==> config.mk <==
export PLATFORM = sky130hd
export DESIGN_NAME = mtimer_ctrl
export DESIGN_NICKNAME = d
export VERILOG_FILES = /design/src/rtl/core_v_mcu_pkg.sv /design/src/rtl/mtimer_prescaler.sv /design/src/rtl/mtimer_ctrl.sv
export SDC_FILE = /design/constraint.sdc
export NUM_CORES = 1
export LEC_CHECK = 0
export BUFFER_PORTS_ARGS = -buffer_cell sky130_fd_sc_hd__buf_4
export CAP_MARGIN = 15
export CORE_ASPECT_RATIO = 2
export CORE_MARGIN = 5
export CORE_UTILIZATION = 35
export CTS_CLUSTER_DIAMETER = 200
export DETAILED_ROUTE_END_ITERATION = 12
export SYNTH_ARGS = -nofsm -noshare
export SYNTH_HDL_FRONTEND = slang
export SYNTH_SLANG_ARGS = --single-unit
==> constraint.sdc <==
create_clock -name clk_i -period 6.09 [get_ports clk_i]
set_input_delay 0.3045 -clock clk_i [delete_from_list [all_inputs] [get_ports clk_i]]
set_output_delay 0.3045 -clock clk_i [all_outputs]
set_load 0.05 [all_outputs]
==> src/rtl/core_v_mcu_pkg.sv <==
// Shared MCU definitions: register-interface structs, bus slave indices and
// the machine-timer base address and register offsets.
package core_v_mcu_pkg;

  typedef struct packed {
    logic [31:0] addr;
    logic        write;
    logic [31:0] wdata;
    logic [3:0]  wstrb;
    logic        valid;
  } reg_req_t;

  typedef struct packed {
    logic [31:0] rdata;
    logic        error;
    logic        ready;
  } reg_rsp_t;

  typedef enum int unsigned {
    SOC_CTRL_REG_IDX       = 0,
    FAST_INTR_CTRL_REG_IDX = 1,
    MTIMER_REG_IDX         = 2
  } reg_slave_idx_e;

  localparam int unsigned NumRegSlaves = 3;

  localparam logic [31:0] MTIMER_START_ADDRESS = 32'h2003_0000;
  localparam logic [31:0] MTIMER_SIZE          = 32'h0000_0020;
  localparam logic [31:0] MTIMER_END_ADDRESS   = MTIMER_START_ADDRESS + MTIMER_SIZE;

  typedef enum logic [4:0] {
    MTIMER_CTRL_OFFSET     = 5'h00,
    MTIMER_PRESC_OFFSET    = 5'h04,
    MTIMER_MTIME_LO_OFFSET = 5'h08,
    MTIMER_MTIME_HI_OFFSET = 5'h0C,
    MTIMER_CMP_LO_OFFSET   = 5'h10,
    MTIMER_CMP_HI_OFFSET   = 5'h14,
    MTIMER_STATUS_OFFSET   = 5'h18,
    MTIMER_RSVD_OFFSET     = 5'h1C
  } mtimer_reg_offset_e;

  function automatic logic [31:0] apply_wstrb(input logic [31:0] old_val,
                                              input logic [31:0] wdata,
                                              input logic [3:0]  wstrb);
    logic [31:0] res;
    res = old_val;
    for (int b = 0; b < 4; b++) begin
      if (wstrb[b]) res[8*b +: 8] = wdata[8*b +: 8];
    end
    return res;
  endfunction

endpackage

==> src/rtl/mtimer_prescaler.sv <==
// Reloading prescaler for the machine timer: emits a one-cycle tick each time
// the counter reaches the reload value while enabled.
module mtimer_prescaler #(
  parameter int unsigned PrescWidth = 16
) (
  input  logic                  clk_i,
  input  logic                  rst_i,
  input  logic                  i_en,
  input  logic [PrescWidth-1:0] i_reload,
  input  logic                  i_clr,
  output logic                  o_tick
);

  logic [PrescWidth-1:0] r_cnt;

  assign o_tick = i_en && (r_cnt == i_reload);

  // A clear wins over counting; the tick of the current cycle is still reported.
  always_ff @(posedge clk_i or posedge rst_i) begin
    if (rst_i) begin
      r_cnt <= '0;
    end else if (i_clr) begin
      r_cnt <= '0;
    end else if (o_tick) begin
      r_cnt <= '0;
    end else if (i_en) begin
      r_cnt <= r_cnt + PrescWidth'(1);
    end
  end

endmodule

==> src/rtl/mtimer_ctrl.sv <==
// RISC-V machine timer: 64-bit mtime/mtimecmp on a register-interface slave,
// with a registered level timer interrupt.
module mtimer_ctrl #(
  parameter type         reg_req_t  = core_v_mcu_pkg::reg_req_t,
  parameter type         reg_rsp_t  = core_v_mcu_pkg::reg_rsp_t,
  parameter int unsigned PrescWidth = 16
) (
  input  logic        clk_i,
  input  logic        rst_i,
  input  reg_req_t    reg_req_i,
  output reg_rsp_t    reg_rsp_o,
  output logic        time_irq_o,
  output logic [63:0] mtime_o
);

  import core_v_mcu_pkg::*;

  logic                  r_en;
  logic                  r_irq_en;
  logic [PrescWidth-1:0] r_presc;
  logic [63:0]           r_mtime;
  logic [63:0]           r_cmp;
  logic [31:0]           r_hi_shadow;
  logic                  r_irq;

  logic [4:0]  w_off;
  logic        w_addr_ok;
  logic        w_wr;
  logic        w_rd;
  logic        w_tick;
  logic        w_presc_clr;
  logic        w_match;
  logic [1:0]  w_ctrl_new;
  logic        w_unused;

  assign w_off     = {reg_req_i.addr[4:2], 2'b00};
  assign w_addr_ok = (reg_req_i.addr[31:5] == '0) && (w_off != MTIMER_RSVD_OFFSET);
  assign w_wr      = reg_req_i.valid && reg_req_i.write && w_addr_ok;
  assign w_rd      = reg_req_i.valid && !reg_req_i.write && w_addr_ok;
  assign w_match   = (r_mtime >= r_cmp);
  assign w_unused  = ^reg_req_i.addr[1:0];

  assign w_ctrl_new = 2'(apply_wstrb({30'b0, r_irq_en, r_en}, reg_req_i.wdata, reg_req_i.wstrb));

  // Any write that repositions the count restarts the prescaler phase.
  assign w_presc_clr = w_wr && ((w_off == MTIMER_PRESC_OFFSET) ||
                                (w_off == MTIMER_MTIME_LO_OFFSET) ||
                                (w_off == MTIMER_MTIME_HI_OFFSET));

  mtimer_prescaler #(
    .PrescWidth(PrescWidth)
  ) u_presc (
    .clk_i   (clk_i),
    .rst_i   (rst_i),
    .i_en    (r_en),
    .i_reload(r_presc),
    .i_clr   (w_presc_clr),
    .o_tick  (w_tick)
  );

  always_ff @(posedge clk_i or posedge rst_i) begin
    if (rst_i) begin
      r_en     <= 1'b0;
      r_irq_en <= 1'b0;
      r_presc  <= '0;
      r_cmp    <= '1;
    end else if (w_wr) begin
      case (w_off)
        MTIMER_CTRL_OFFSET:   {r_irq_en, r_en} <= w_ctrl_new;
        MTIMER_PRESC_OFFSET:  r_presc <= PrescWidth'(apply_wstrb(32'(r_presc), reg_req_i.wdata,
                                                                 reg_req_i.wstrb));
        MTIMER_CMP_LO_OFFSET: r_cmp[31:0] <= apply_wstrb(r_cmp[31:0], reg_req_i.wdata,
                                                         reg_req_i.wstrb);
        MTIMER_CMP_HI_OFFSET: r_cmp[63:32] <= apply_wstrb(r_cmp[63:32], reg_req_i.wdata,
                                                          reg_req_i.wstrb);
        default: ;
      endcase
    end
  end

  // A bus write to either mtime half beats a concurrent tick, which is dropped.
  always_ff @(posedge clk_i or posedge rst_i) begin
    if (rst_i) begin
      r_mtime <= '0;
    end else if (w_wr && (w_off == MTIMER_MTIME_LO_OFFSET)) begin
      r_mtime[31:0] <= apply_wstrb(r_mtime[31:0], reg_req_i.wdata, reg_req_i.wstrb);
    end else if (w_wr && (w_off == MTIMER_MTIME_HI_OFFSET)) begin
      r_mtime[63:32] <= apply_wstrb(r_mtime[63:32], reg_req_i.wdata, reg_req_i.wstrb);
    end else if (w_tick) begin
      r_mtime <= r_mtime + 64'd1;
    end
  end

  always_ff @(posedge clk_i or posedge rst_i) begin
    if (rst_i) begin
      r_hi_shadow <= '0;
      r_irq       <= 1'b0;
    end else begin
      if (w_rd && (w_off == MTIMER_MTIME_LO_OFFSET)) r_hi_shadow <= r_mtime[63:32];
      r_irq <= r_irq_en && w_match;
    end
  end

  always_comb begin
    reg_rsp_o       = '0;
    reg_rsp_o.ready = 1'b1;
    reg_rsp_o.error = reg_req_i.valid && !w_addr_ok;
    if (w_rd) begin
      case (w_off)
        MTIMER_CTRL_OFFSET:     reg_rsp_o.rdata = {30'b0, r_irq_en, r_en};
        MTIMER_PRESC_OFFSET:    reg_rsp_o.rdata = 32'(r_presc);
        MTIMER_MTIME_LO_OFFSET: reg_rsp_o.rdata = r_mtime[31:0];
        MTIMER_MTIME_HI_OFFSET: reg_rsp_o.rdata = r_hi_shadow;
        MTIMER_CMP_LO_OFFSET:   reg_rsp_o.rdata = r_cmp[31:0];
        MTIMER_CMP_HI_OFFSET:   reg_rsp_o.rdata = r_cmp[63:32];
        MTIMER_STATUS_OFFSET:   reg_rsp_o.rdata = {31'b0, w_match};
        default:                reg_rsp_o.rdata = '0;
      endcase
    end
  end

  assign time_irq_o = r_irq;
  assign mtime_o    = r_mtime;

endmodule

==> impl_metrics.env <==
export IMPL_status="completed"
export IMPL_cts_setup_buffers=0
export IMPL_end_kind="primary output"
export IMPL_antenna_found_initial=1
export IMPL_wl_per_cell_um=25.02
export IMPL_p_per_area_nw_per_um2=174.1
export IMPL_cts_max_path_buffers=2
export IMPL_overflow=0
export IMPL_hpwl_um=36830
export IMPL_synth_main_ff_cell="dfrtp_1"
export IMPL_critPathLaunchType="flip-flop"
export IMPL_async_flop_share_pct=100.0
export IMPL_hold_violations=0
export IMPL_min_path_type="input pin to asynchronous set/reset pin"
export IMPL_critPathCapture="reg_rsp_o[2]"
export IMPL_core_um2=35070
export IMPL_cpPeakStageDelay_ps=1040
export IMPL_timing_rr_end="mtime_o[46]$_DFFE_PP0P_"
export IMPL_synth_cell_area_um2=12440
export IMPL_clock_sinks=195
export IMPL_grt_usage_pct=24.09
export IMPL_yosysTopAreaCellShare_pct=26.36
export IMPL_arrival_ps=4260
export IMPL_rr_worst_depth=7
export IMPL_synth_warnings=0
export IMPL_finalPower_uw=2566
export IMPL_nets=1603
export IMPL_final_cell_mix="buf_4, a21oi_1, dfrtp_1"
export IMPL_cts_resized=0
export IMPL_synth_nets=1462
export IMPL_cp_slowest_cell="a2111oi_1"
export IMPL_preCtsSetupSlack_ps=1983
export IMPL_ys_seq_elements=195
export IMPL_period_share_pct=74.90
export IMPL_drt_first_pass_iters=5
export IMPL_avgSynthCellArea_um2=9.393
export IMPL_clock_latency_ps=470
export IMPL_drive_gt1_share_pct=29.03
export IMPL_mostFrequentLayoutCell="buf_4"
export IMPL_totalWireLength_um=48140
export IMPL_htreeDepth=4
export IMPL_slew_headroom_pct=21.58
export IMPL_synth_edf_count=0
export IMPL_setup_viol=0
export IMPL_worstPathRequired_ps=5790
export IMPL_fin_crit_ps=4562
export IMPL_ant_nets=0
export IMPL_die_h_um=276.6
export IMPL_cts_hold_buf=0
export IMPL_fin_skew_ps=14.34
export IMPL_max_freq_ghz=0.2192
export IMPL_r2r_start="mtime_o[26]$_DFFE_PP0P_"
export IMPL_grt_pass1_wl_um=71460
export IMPL_drt_iter0_drc=1000
export IMPL_path_clk_slew_ps=80
export IMPL_rows=97
export IMPL_critical_path_class="flip-flop to primary output"
export IMPL_crit_chain="inv_1 > ha_1 > and4_1 > nand2_1 > a2111oi_0 > o31ai_1 > a2111oi_1 > o21ai_0 > a211oi_1 > buf_4"
export IMPL_root_buffer="clkbuf_16"
export IMPL_cts_made_buffers=17
export IMPL_areaGrowthSynthToFinish_pct=18.48
export IMPL_synth_seq_area_share_pct=39.88
export IMPL_ff2ff_setup_slack_ps=2230
export IMPL_grt_pass1_vias=11569
export IMPL_ir_drop_v=0.0002133
export IMPL_p_leak_uw=0.006334
export IMPL_tightest_slew_ps=1160
export IMPL_yosysTopAreaCell="dfrtp_1"
export IMPL_maxSlewViolCount=0
export IMPL_drc=0
export IMPL_fin_ws_ps=1528
export IMPL_fp_dieW_um=143.3
export IMPL_die_area_um2=39630
export IMPL_syn_instance_count=1324
export IMPL_synth_area_leaders="dfrtp_1, dfstp_2, mux2_2"
export IMPL_via_per_inst=5.939
export IMPL_dp_cells=1888
export IMPL_grt_max_degree=120
export IMPL_whs_ps=16.59
export IMPL_post_synth_num_cell_types=74
export IMPL_ios=171
export IMPL_place_gp_congestion=0.9305
export IMPL_port_buffers=167
export IMPL_rsz0062_at_grt="no"
export IMPL_cap_violations=0
export IMPL_cp_max_fo=3
export IMPL_initial_core_util_pct=35.45
export IMPL_fin_tns_setup_ps=0
export IMPL_instances_no_fill=1924
export IMPL_cts_tree="done"
export IMPL_num_vias=11426
export IMPL_crit_start="r_cmp[14]$_DFFE_PP1P_"
[how the worst min path moves through the flow]
stage                                start                     endpoint  slack (ps)  depth (start not counted)
3_5_place_dp   r_hi_shadow[14]$_DFFE_PP0P_  r_hi_shadow[14]$_DFFE_PP0P_         500                          1
6_report                             rst_i      mtime_o[47]$_DFFE_PP0P_          20                          2
5_1_grt                              rst_i      mtime_o[51]$_DFFE_PP0P_          80                          2
3_3_place_gp    r_hi_shadow[1]$_DFFE_PP0P_   r_hi_shadow[1]$_DFFE_PP0P_         490                          1
4_1_cts                              rst_i      r_presc[10]$_DFFE_PP0P_          50                          2
2_1_floorplan                reg_req_i[12]      mtime_o[39]$_DFFE_PP0P_         430                          2
[synth_stat cells, types with 4 or more instances]
master and n:
o31ai_1 5, a21o_1 12, or3_1 7, xnor2_1 14, nor2_1 66, and4_1 21, o21ai_0 60, or2_2 5
nand2b_1 9, o21a_1 5, mux2i_1 16, and3_1 17, ha_1 66, clkbuf_1 46, nand3_1 59, xor2_1 14
inv_1 76, nor3_1 15, a22o_1 4, dfrtp_1 131, buf_2 6, a22oi_1 42, buf_1 8, nand2_1 112
a222oi_1 6, a31o_2 4, and2_1 15, nand4_1 32, mux2_2 120, a21oi_1 145, o22ai_1 16, a221oi_1 7
nor2b_1 8, nor4_1 12, dfstp_2 64, o211ai_1 10, o32ai_1 4
[critical path, delay by kind of cell, from the launching register on]
family / cells / cell delay, ps
flops: 1 / 550
buf+inv: 2 / 290
simple gates: 2 / 300
compound gates: 5 / 2350
fa+ha+maj: 1 / 300
[through the flow]
| step | utilization [%] | instance area, um^2 |
|---|---|---|
| after floorplan | - | 12440 |
| after global placement | 40.27 | 14130 |
| after detailed placement | 40.27 | 14130 |
| after CTS | 41.90 | 14700 |
| after global routing | 42.01 | 14730 |
| final | 42.01 | 14730 |
[logic make-up after synthesis]
group	share of synthesized area (%)
compound gates	17.65
xor+xnor	1.972
fa+ha+maj	6.640
buf+inv	4.437
flops	39.88
mux	12.34
other cells	0.03016
simple gates	17.05
[registers in the layout, indices dropped and copies added (netlist names)]
signal,count
mtime_o,64
r_cmp,64
r_en,1
r_hi_shadow,32
r_irq_en,1
r_presc,16
time_irq_o,1
u_presc.r_cnt,16
[area by class of cell]
class	count	area, um^2
well taps	445	556.8
inverters	76	292.8
clock buffers	18	429.2
flip-flops and latches	195	4960
diodes	1	2.502
fillers	3503	20340
multi-input cells	989	6944
repair buffers	186	1409
clock inverters	14	140.1
[power by group]
group	internal [uW]	total [uW]	switching (uW)
combinational	40.9	137	95.7
sequential	1300	1300	0.00402
clock	545	1130	588
[per-layer routing]
layer / GRT usage [%] / wire [um]
met5: 0 / 0
met4: 15.71 / 3739
met3: 4.251 / 2429
met2: 43.40 / 25390
met1: 25.01 / 16580
Note: power is estimated with default switching activity, not from simulation.
